==> config.mk <==
export PLATFORM = sky130hd
export DESIGN_NAME = fifo_consumer_flat
export DESIGN_NICKNAME = d
export VERILOG_FILES = /design/src/rtl/fifo_consumer_if.sv /design/src/rtl/fifo_consumer.sv /design/src/flat_wrapper.sv
export SDC_FILE = /design/constraint.sdc
export NUM_CORES = 1
export LEC_CHECK = 0
export CELL_PAD_IN_SITES_DETAIL_PLACEMENT = 0
export CELL_PAD_IN_SITES_GLOBAL_PLACEMENT = 2
export CORE_ASPECT_RATIO = 1.5
export CORE_MARGIN = 5
export CORE_UTILIZATION = 26
export CTS_CLUSTER_DIAMETER = 120
export CTS_CLUSTER_SIZE = 14
export DETAILED_ROUTE_END_ITERATION = 10
export PLACE_DENSITY_LB_ADDON = 0.1
export SLEW_MARGIN = 25
export SYNTH_ARGS = -nofsm -noshare
export SYNTH_HDL_FRONTEND = slang
export SYNTH_SLANG_ARGS = --single-unit
==> constraint.sdc <==
create_clock -name clk -period 2.54 [get_ports clk]
set_input_delay 0.254 -clock clk [delete_from_list [all_inputs] [get_ports clk]]
set_output_delay 0.254 -clock clk [all_outputs]
set_load 0.02 [all_outputs]
==> src/rtl/fifo_consumer_if.sv <==
// fifo_consumer_if: control, arbitration, FIFO-read and SRAM-write signals of fifo_consumer.
interface fifo_consumer_if #(
  parameter int DATA_WIDTH = 16,
  parameter int ADDR_WIDTH = 20
);
  logic                  soft_rst;
  logic                  done;
  logic                  request;
  logic                  grant;
  logic [ADDR_WIDTH-1:0] addr_begin;
  logic [ADDR_WIDTH-1:0] addr_step;
  logic [ADDR_WIDTH-1:0] addr_end;
  logic                  fifo_empty;
  logic                  fifo_r_en;
  logic [DATA_WIDTH-1:0] fifo_data_out;
  logic                  to_buffer_cs;
  logic                  to_buffer_oe;
  logic [ADDR_WIDTH-1:0] to_buffer_addr;
  logic                  to_buffer_W_req;
  logic [DATA_WIDTH-1:0] to_buffer_W_data;
  logic [DATA_WIDTH-1:0] to_buffer_R_data;

  // consumer side
  modport master (
    input  soft_rst, grant, addr_begin, addr_step, addr_end,
           fifo_empty, fifo_data_out, to_buffer_R_data,
    output done, request, fifo_r_en,
           to_buffer_cs, to_buffer_oe, to_buffer_addr, to_buffer_W_req, to_buffer_W_data
  );

  // environment side: FIFO, arbiter, SRAM and control
  modport slave (
    output soft_rst, grant, addr_begin, addr_step, addr_end,
           fifo_empty, fifo_data_out, to_buffer_R_data,
    input  done, request, fifo_r_en,
           to_buffer_cs, to_buffer_oe, to_buffer_addr, to_buffer_W_req, to_buffer_W_data
  );
endinterface

==> src/rtl/fifo_consumer.sv <==
// fifo_consumer: drains the fifo_producer FIFO into the buffer SRAM in arbitrated bursts,
// writing addr_begin..addr_end in addr_step increments (modulo 2^ADDR_WIDTH).
module fifo_consumer #(
  parameter int DATA_WIDTH = 16,
  parameter int ADDR_WIDTH = 20,
  parameter int BURST_SIZE = 4
) (
  input logic             clk,
  input logic             rst,
  fifo_consumer_if.master bus
);
  // state | meaning
  // IDLE  | after reset, waiting for soft_rst
  // WAIT  | requesting the buffer while the FIFO has data, waiting for grant
  // BURST | popping up to BURST_SIZE words, one per cycle while not empty
  // DRAIN | write of the final pop lands; go to DONE or back to WAIT
  // DONE  | addr_end issued and written, waiting for soft_rst restart

  localparam logic CS_ENB   = 1'b1;
  localparam logic CS_DIS   = 1'b0;
  localparam logic OE_DIS   = 1'b0;
  localparam logic WREQ_ENB = 1'b1;
  localparam logic WREQ_DIS = 1'b0;
  localparam int   CNT_W    = $clog2(BURST_SIZE + 1);

  typedef enum logic [2:0] {
    S_IDLE  = 3'd0,
    S_WAIT  = 3'd1,
    S_BURST = 3'd2,
    S_DRAIN = 3'd3,
    S_DONE  = 3'd4
  } state_t;

  state_t                state_q, state_d;
  logic [ADDR_WIDTH-1:0] iss_addr;
  logic [ADDR_WIDTH-1:0] wr_addr;
  logic [CNT_W-1:0]      pop_cnt;
  logic                  last_iss;
  logic                  rd_vld;
  logic                  pop;
  logic                  start;
  logic                  burst_go;
  logic                  iss_at_end;
  logic                  pop_last;
  logic                  unused_r_data;

  assign iss_at_end = (iss_addr == bus.addr_end);
  assign start      = bus.soft_rst && ((state_q == S_IDLE) || (state_q == S_DONE));
  assign burst_go   = (state_q == S_WAIT) && bus.grant && !bus.fifo_empty;
  // the pop issued this cycle either fills the burst or issues addr_end
  assign pop_last   = pop && ((pop_cnt == CNT_W'(BURST_SIZE - 1)) || iss_at_end);

  // State register.
  always_ff @(posedge clk) begin
    if (rst) state_q <= S_IDLE;
    else     state_q <= state_d;
  end

  // Next-state decode; soft_rst only matters in IDLE and DONE.
  always_comb begin
    state_d = state_q;
    case (state_q)
      S_IDLE, S_DONE: if (bus.soft_rst) state_d = S_WAIT;
      S_WAIT:         if (burst_go)     state_d = S_BURST;
      S_BURST:        if (pop_last)     state_d = S_DRAIN;
      S_DRAIN:        state_d = last_iss ? S_DONE : S_WAIT;
      default:        state_d = S_IDLE;
    endcase
  end

  // FSM outputs: arbitration request, pop strobe and done flag.
  always_comb begin
    bus.request = 1'b0;
    bus.done    = 1'b0;
    pop         = 1'b0;
    case (state_q)
      S_WAIT:  bus.request = !bus.fifo_empty;
      S_BURST: begin
        // grant is not re-checked mid-burst; an empty FIFO just stalls the pop
        bus.request = 1'b1;
        pop = !bus.fifo_empty && (pop_cnt < CNT_W'(BURST_SIZE)) && !last_iss;
      end
      S_DRAIN: bus.request = 1'b1;
      S_DONE:  bus.done    = 1'b1;
      default: ;
    endcase
  end

  assign bus.fifo_r_en = pop;

  // Issue/write address tracking, burst counter and read-valid pipeline.
  always_ff @(posedge clk) begin
    if (rst) begin
      iss_addr <= '0;
      wr_addr  <= '0;
      pop_cnt  <= '0;
      last_iss <= 1'b0;
      rd_vld   <= 1'b0;
    end else begin
      rd_vld <= pop;
      if (start) begin
        iss_addr <= bus.addr_begin;
        wr_addr  <= bus.addr_begin;
        last_iss <= 1'b0;
      end else begin
        if (rd_vld) wr_addr <= wr_addr + bus.addr_step;
        if (pop) begin
          pop_cnt <= pop_cnt + CNT_W'(1);
          if (iss_at_end) last_iss <= 1'b1;
          else            iss_addr <= iss_addr + bus.addr_step;
        end else if (burst_go) begin
          pop_cnt <= '0;
        end
      end
    end
  end

  // SRAM write port: keyed only off rd_vld so a write in DRAIN always completes.
  always_comb begin
    bus.to_buffer_cs     = rd_vld ? CS_ENB : CS_DIS;
    bus.to_buffer_W_req  = rd_vld ? WREQ_ENB : WREQ_DIS;
    bus.to_buffer_W_data = rd_vld ? bus.fifo_data_out : '0;
  end

  assign bus.to_buffer_addr = wr_addr;
  assign bus.to_buffer_oe   = OE_DIS;
  assign unused_r_data      = ^bus.to_buffer_R_data;
endmodule

==> src/flat_wrapper.sv <==
// flat-port wrapper written by rule: the top's interface ports become plain ports
module fifo_consumer_flat 
#(
  parameter int DATA_WIDTH = 16,
  parameter int ADDR_WIDTH = 20,
  parameter int BURST_SIZE = 4
)
  (clk, rst, bus_soft_rst, bus_grant, bus_addr_begin, bus_addr_step, bus_addr_end, bus_fifo_empty, bus_fifo_data_out, bus_to_buffer_R_data, bus_done, bus_request, bus_fifo_r_en, bus_to_buffer_cs, bus_to_buffer_oe, bus_to_buffer_addr, bus_to_buffer_W_req, bus_to_buffer_W_data);
  fifo_consumer_if #(.DATA_WIDTH(DATA_WIDTH), .ADDR_WIDTH(ADDR_WIDTH)) bus_i ();
  input logic clk;
  input logic rst;
  input wire logic [$bits(bus_i.soft_rst)-1:0] bus_soft_rst;
  input wire logic [$bits(bus_i.grant)-1:0] bus_grant;
  input wire logic [$bits(bus_i.addr_begin)-1:0] bus_addr_begin;
  input wire logic [$bits(bus_i.addr_step)-1:0] bus_addr_step;
  input wire logic [$bits(bus_i.addr_end)-1:0] bus_addr_end;
  input wire logic [$bits(bus_i.fifo_empty)-1:0] bus_fifo_empty;
  input wire logic [$bits(bus_i.fifo_data_out)-1:0] bus_fifo_data_out;
  input wire logic [$bits(bus_i.to_buffer_R_data)-1:0] bus_to_buffer_R_data;
  output wire logic [$bits(bus_i.done)-1:0] bus_done;
  output wire logic [$bits(bus_i.request)-1:0] bus_request;
  output wire logic [$bits(bus_i.fifo_r_en)-1:0] bus_fifo_r_en;
  output wire logic [$bits(bus_i.to_buffer_cs)-1:0] bus_to_buffer_cs;
  output wire logic [$bits(bus_i.to_buffer_oe)-1:0] bus_to_buffer_oe;
  output wire logic [$bits(bus_i.to_buffer_addr)-1:0] bus_to_buffer_addr;
  output wire logic [$bits(bus_i.to_buffer_W_req)-1:0] bus_to_buffer_W_req;
  output wire logic [$bits(bus_i.to_buffer_W_data)-1:0] bus_to_buffer_W_data;
  assign bus_i.soft_rst = bus_soft_rst;
  assign bus_i.grant = bus_grant;
  assign bus_i.addr_begin = bus_addr_begin;
  assign bus_i.addr_step = bus_addr_step;
  assign bus_i.addr_end = bus_addr_end;
  assign bus_i.fifo_empty = bus_fifo_empty;
  assign bus_i.fifo_data_out = bus_fifo_data_out;
  assign bus_i.to_buffer_R_data = bus_to_buffer_R_data;
  assign bus_done = bus_i.done;
  assign bus_request = bus_i.request;
  assign bus_fifo_r_en = bus_i.fifo_r_en;
  assign bus_to_buffer_cs = bus_i.to_buffer_cs;
  assign bus_to_buffer_oe = bus_i.to_buffer_oe;
  assign bus_to_buffer_addr = bus_i.to_buffer_addr;
  assign bus_to_buffer_W_req = bus_i.to_buffer_W_req;
  assign bus_to_buffer_W_data = bus_i.to_buffer_W_data;
  fifo_consumer #(.DATA_WIDTH(DATA_WIDTH), .ADDR_WIDTH(ADDR_WIDTH), .BURST_SIZE(BURST_SIZE)) u_core (.clk(clk), .rst(rst), .bus(bus_i));
endmodule
==> impl_summary.log <==
INFO  metric outcome = complete, no violations
INFO  metric design.core.area = 16190 µm²
INFO  metric cts_num_sinks = 48
INFO  metric drt_iter0_markers = 193
INFO  metric detailroute.via_count = approximately 4700
INFO  metric critPathBufInv = 3
INFO  metric max_slew.worst_pin.slew = between 0.6 and 0.7 ns
INFO  metric p_leak = approximately 0.0026 µW
INFO  metric synth_cells = 557
INFO  metric area.growth.synth_to_final = 49.63%
INFO  metric grt_usage = a little under a fifth
INFO  metric yosys_warnings = 0
INFO  metric clk_pin_slew = 0.07 ns
INFO  metric design_area = 6401 µm²
INFO  metric finalHoldViolations = 0
INFO  metric cp_top_delay_family = buffers and inverters
INFO  metric cp_slowest_cell = sky130_fd_sc_hd__clkdlybuf4s50_1
INFO  metric port_buffers = 121
INFO  metric netlist-cell-type-count = 65
INFO  metric hpwl = 15350 µm
INFO  metric crit_top_cell = sky130_fd_sc_hd__buf_4
INFO  metric max-clock-path-buffers = 2
INFO  metric cts_buffers = 5
INFO  metric antenna_cells_inserted = 0
INFO  metric critical_path_required = 2.70 ns
INFO  metric dieArea = around 19000 µm²
INFO  metric setup_repair_after_global_routing_missed_its_margin = false
INFO  metric timing.critical_path.cells = clkdlybuf4s50_1, ha_1, a21oi_1, buf_4, o211ai_1, a21boi_1, o41ai_2, buf_4, nor3b_2, nor4b_1, nor4_1
INFO  metric synth-edff-count = 0
INFO  metric largest_net_degree_at_the_start_of_global_routing = 31
INFO  metric clock_tree.htree_level_count = 2
INFO  metric post_synth_most_frequent_cells = sky130_fd_sc_hd__a21oi_1 (58), sky130_fd_sc_hd__nand2_1 (52), sky130_fd_sc_hd__dfxtp_1 (48), sky130_fd_sc_hd__nor2_1 (46), sky130_fd_sc_hd__ha_1 (40)
INFO  metric ys_seq_area_share = 22.46%
INFO  metric globalRoute.totalOverflow = 0
INFO  metric timing.critical_path.from_type = input pin
INFO  metric worst_slew_margin_rel = 54.58%
INFO  metric timing.critical_path.depth = 11
INFO  metric maxCapViolCount = 0
INFO  metric power.density_cell_area = 495.1 nW/µm²
INFO  metric final_min_period_over_clock_period = 93.60%
INFO  metric worstHoldPathType = input pin to flip-flop
INFO  metric drt_pass1_iterations = 5
INFO  metric worstPathMaxFanout = 3
INFO  metric first_global_vias = 5001
INFO  metric final_setup_violation_count = 0
INFO  metric floorplan.die.width = about 110 µm
INFO  metric synth_top_area_share = 22.46%
INFO  metric most_area_consuming_cells_after_synthesis = sky130_fd_sc_hd__dfxtp_1 (22%), sky130_fd_sc_hd__ha_1 (12%), sky130_fd_sc_hd__a21oi_1 (6.8%), sky130_fd_sc_hd__xnor2_1 (5.3%), sky130_fd_sc_hd__xor2_1 (4.9%)
INFO  metric routabilityCongestion = roughly 0.92
INFO  metric vdd.ir_drop.worst = 0.4501 mV
INFO  metric timing.reg2reg.worst_path_depth = 9
INFO  metric worst-setup-path-type = input pin to flip-flop
INFO  metric cts-hold-fix-buffers = 0
INFO  metric first_pass_grt_wire_length = 28210 µm
INFO  metric syn-num-nets = 696
INFO  metric ys_seq_elements = 48
INFO  metric layout.core_utilization = 39.54%
INFO  metric num_io_pins = 139
INFO  metric top_cell_type_by_total_area_after_synthesis = sky130_fd_sc_hd__dfxtp_1
INFO  metric grt_antenna_before_repair = 0
INFO  metric cts_root_buf = sky130_fd_sc_hd__clkbuf_16
INFO  metric drt_wl_total = 18440 µm
INFO  metric fin_worst_skew = 0.008540 ns
INFO  metric period_minus_slack = 2.378 ns
INFO  metric ys_dominant_reg_cell = sky130_fd_sc_hd__dfxtp_1
INFO  metric synth_async_reset_ratio = 0%
INFO  metric pre_cts_ws = -0.4907 ns
INFO  metric critical_path_arrival = 2.53 ns
INFO  metric worstSetupEndpointType = flip-flop
INFO  metric worst_skew_pair.late_latency = 0.30 ns
INFO  metric power = 3169 µW
INFO  metric initial_cell_density_of_the_core = roughly a quarter
INFO  metric share_of_cells_above_drive_strength_1 = roughly an eighth
INFO  metric placement.cell_area = slightly above 6000 µm²
INFO  metric syn_avg_cell_area = 7.680 µm²
INFO  metric remaining_antenna_violation_count = 0
INFO  metric final_max_slew_viol_count = 0
INFO  metric fp.dieH = 167.1 µm
INFO  metric clock_tree_from_tritoncts = built
INFO  metric synth.most_common_cell = sky130_fd_sc_hd__a21oi_1
INFO  metric fmaxAchievable = approximately 0.42 GHz
INFO  metric vias_per_cell = 5.086
INFO  metric drc = 0
INFO  metric core.rowCount = 57
INFO  metric timing.final.ws_setup = 0.1625 ns
INFO  metric wl_per_cell = 19.81 µm
INFO  metric synthesis.area = 4278 µm²
INFO  metric whs_path_depth = 4
INFO  metric finish.net_count = 863
INFO  metric worst-r2r-setup-slack = 0.18 ns
INFO  metric worst_path_largest_cell_delay = 0.53 ns
logic make-up (layout without fill, tap and decap cells):
logic type | count (synthesis) | in the layout | synth area share [%]
xor gates and xnor gates | 50 | 50 | 10.24
buffers and inverters | 42 | 210 | 4.007
other | 1 | 1 | 0.08766
DFF | 48 | 48 | 22.46
adders and majority gates | 42 | 42 | 12.64
muxes | 7 | 7 | 1.667
and+or+nand+nor | 192 | 192 | 21.73
AOI/OAI and AO/OA | 175 | 175 | 27.17
cell type report:
cell class,count,area (µm²)
fill,1709,9788
multi-input combinational,467,3196
timing repair buffer,188,1719
sequential,48,960.9
tap,206,257.7
clock buffer,5,125.1
clock inverter,3,90.09
inverter,14,52.55
placed cells by master, fill, tap and decap left out, drive strengths merged, types with 5 or more instances in the layout:
cell type and n:
nor2b 11, and3 6, nand3 11, o21bai 9, nand4 7, clkbuf 5, xnor2 26, o31ai 5
a21o 7, nor2 46, o211ai 6, and2 20, a211oi 16, nor3 19, ha 40, buf 67
nor4 7, mux2i 6, a21oi 59, a22oi 5, o21ai 31, clkdlybuf4s50 119, inv 14, dfxtp 48
xor2 24, nand2 52
final timing paths:
path	start	endpoint
setup reg to reg	u_core.bus.to_buffer_addr[1]	u_core.bus.to_buffer_addr[19]
hold / removal	bus_addr_step[0]	u_core.bus.to_buffer_addr[0]
hold reg to reg	u_core.pop_cnt[1]	u_core.pop_cnt[1]
setup / recovery	bus_addr_step[7]	u_core.iss_addr[18]
power breakdown:
group          leakage [µW]  switching (µW)  total (µW)  internal, µW
combinational       0.00212             654        1280           625
clock              0.000104             345        1010           666
sequential         0.000396            66.5         880           813
total               0.00262            1070        3170          2100
metal layers:
metal  share of wire (%)  vias up  global-route usage (%)
met5                   0        -                       0
met4                 3.6        0                   6.691
met3                 5.1       27                   2.852
li1                    -     2363                       -
met1                  39     2198                   20.98
met2                  53      147                   36.20
worst min-delay path: cells and delay by family:
kind	cells	cell delay, ns
muxes	1	0.06
AOI/OAI and AO/OA	1	0.12
buffers and inverters	1	0.12
adders and majority gates	1	0.14
flip-flops by register name, summed over array words and instances, names as in the netlist:
signal                     cells
u_core.iss_addr               20
u_core.state_q                 3
u_core.rd_vld                  1
u_core.pop_cnt                 3
u_core.bus.to_buffer_addr     20
u_core.last_iss                1
stage by stage:
| stage | std cells | setup TNS [ns] | hold slack [ns] |
|---|---|---|---|
| CTS | 929 | 0 | 0.5280 |
| detailed placement | 919 | -4.983 | 0.5091 |
| floorplan | 557 | 0 | 0.3945 |
| global route | 931 | 0 | 0.4809 |
| finish | 931 | 0 | 0.4381 |
| global placement | 919 | -4.377 | 0.4846 |
timing repair:
action,in CTS,in global routing
hold endpoints to repair,0,0
resized for setup,3,11
setup endpoints to repair,6,13
setup buffers,2,2
pin swaps,3,11
Power figures use the tool's default switching activity.
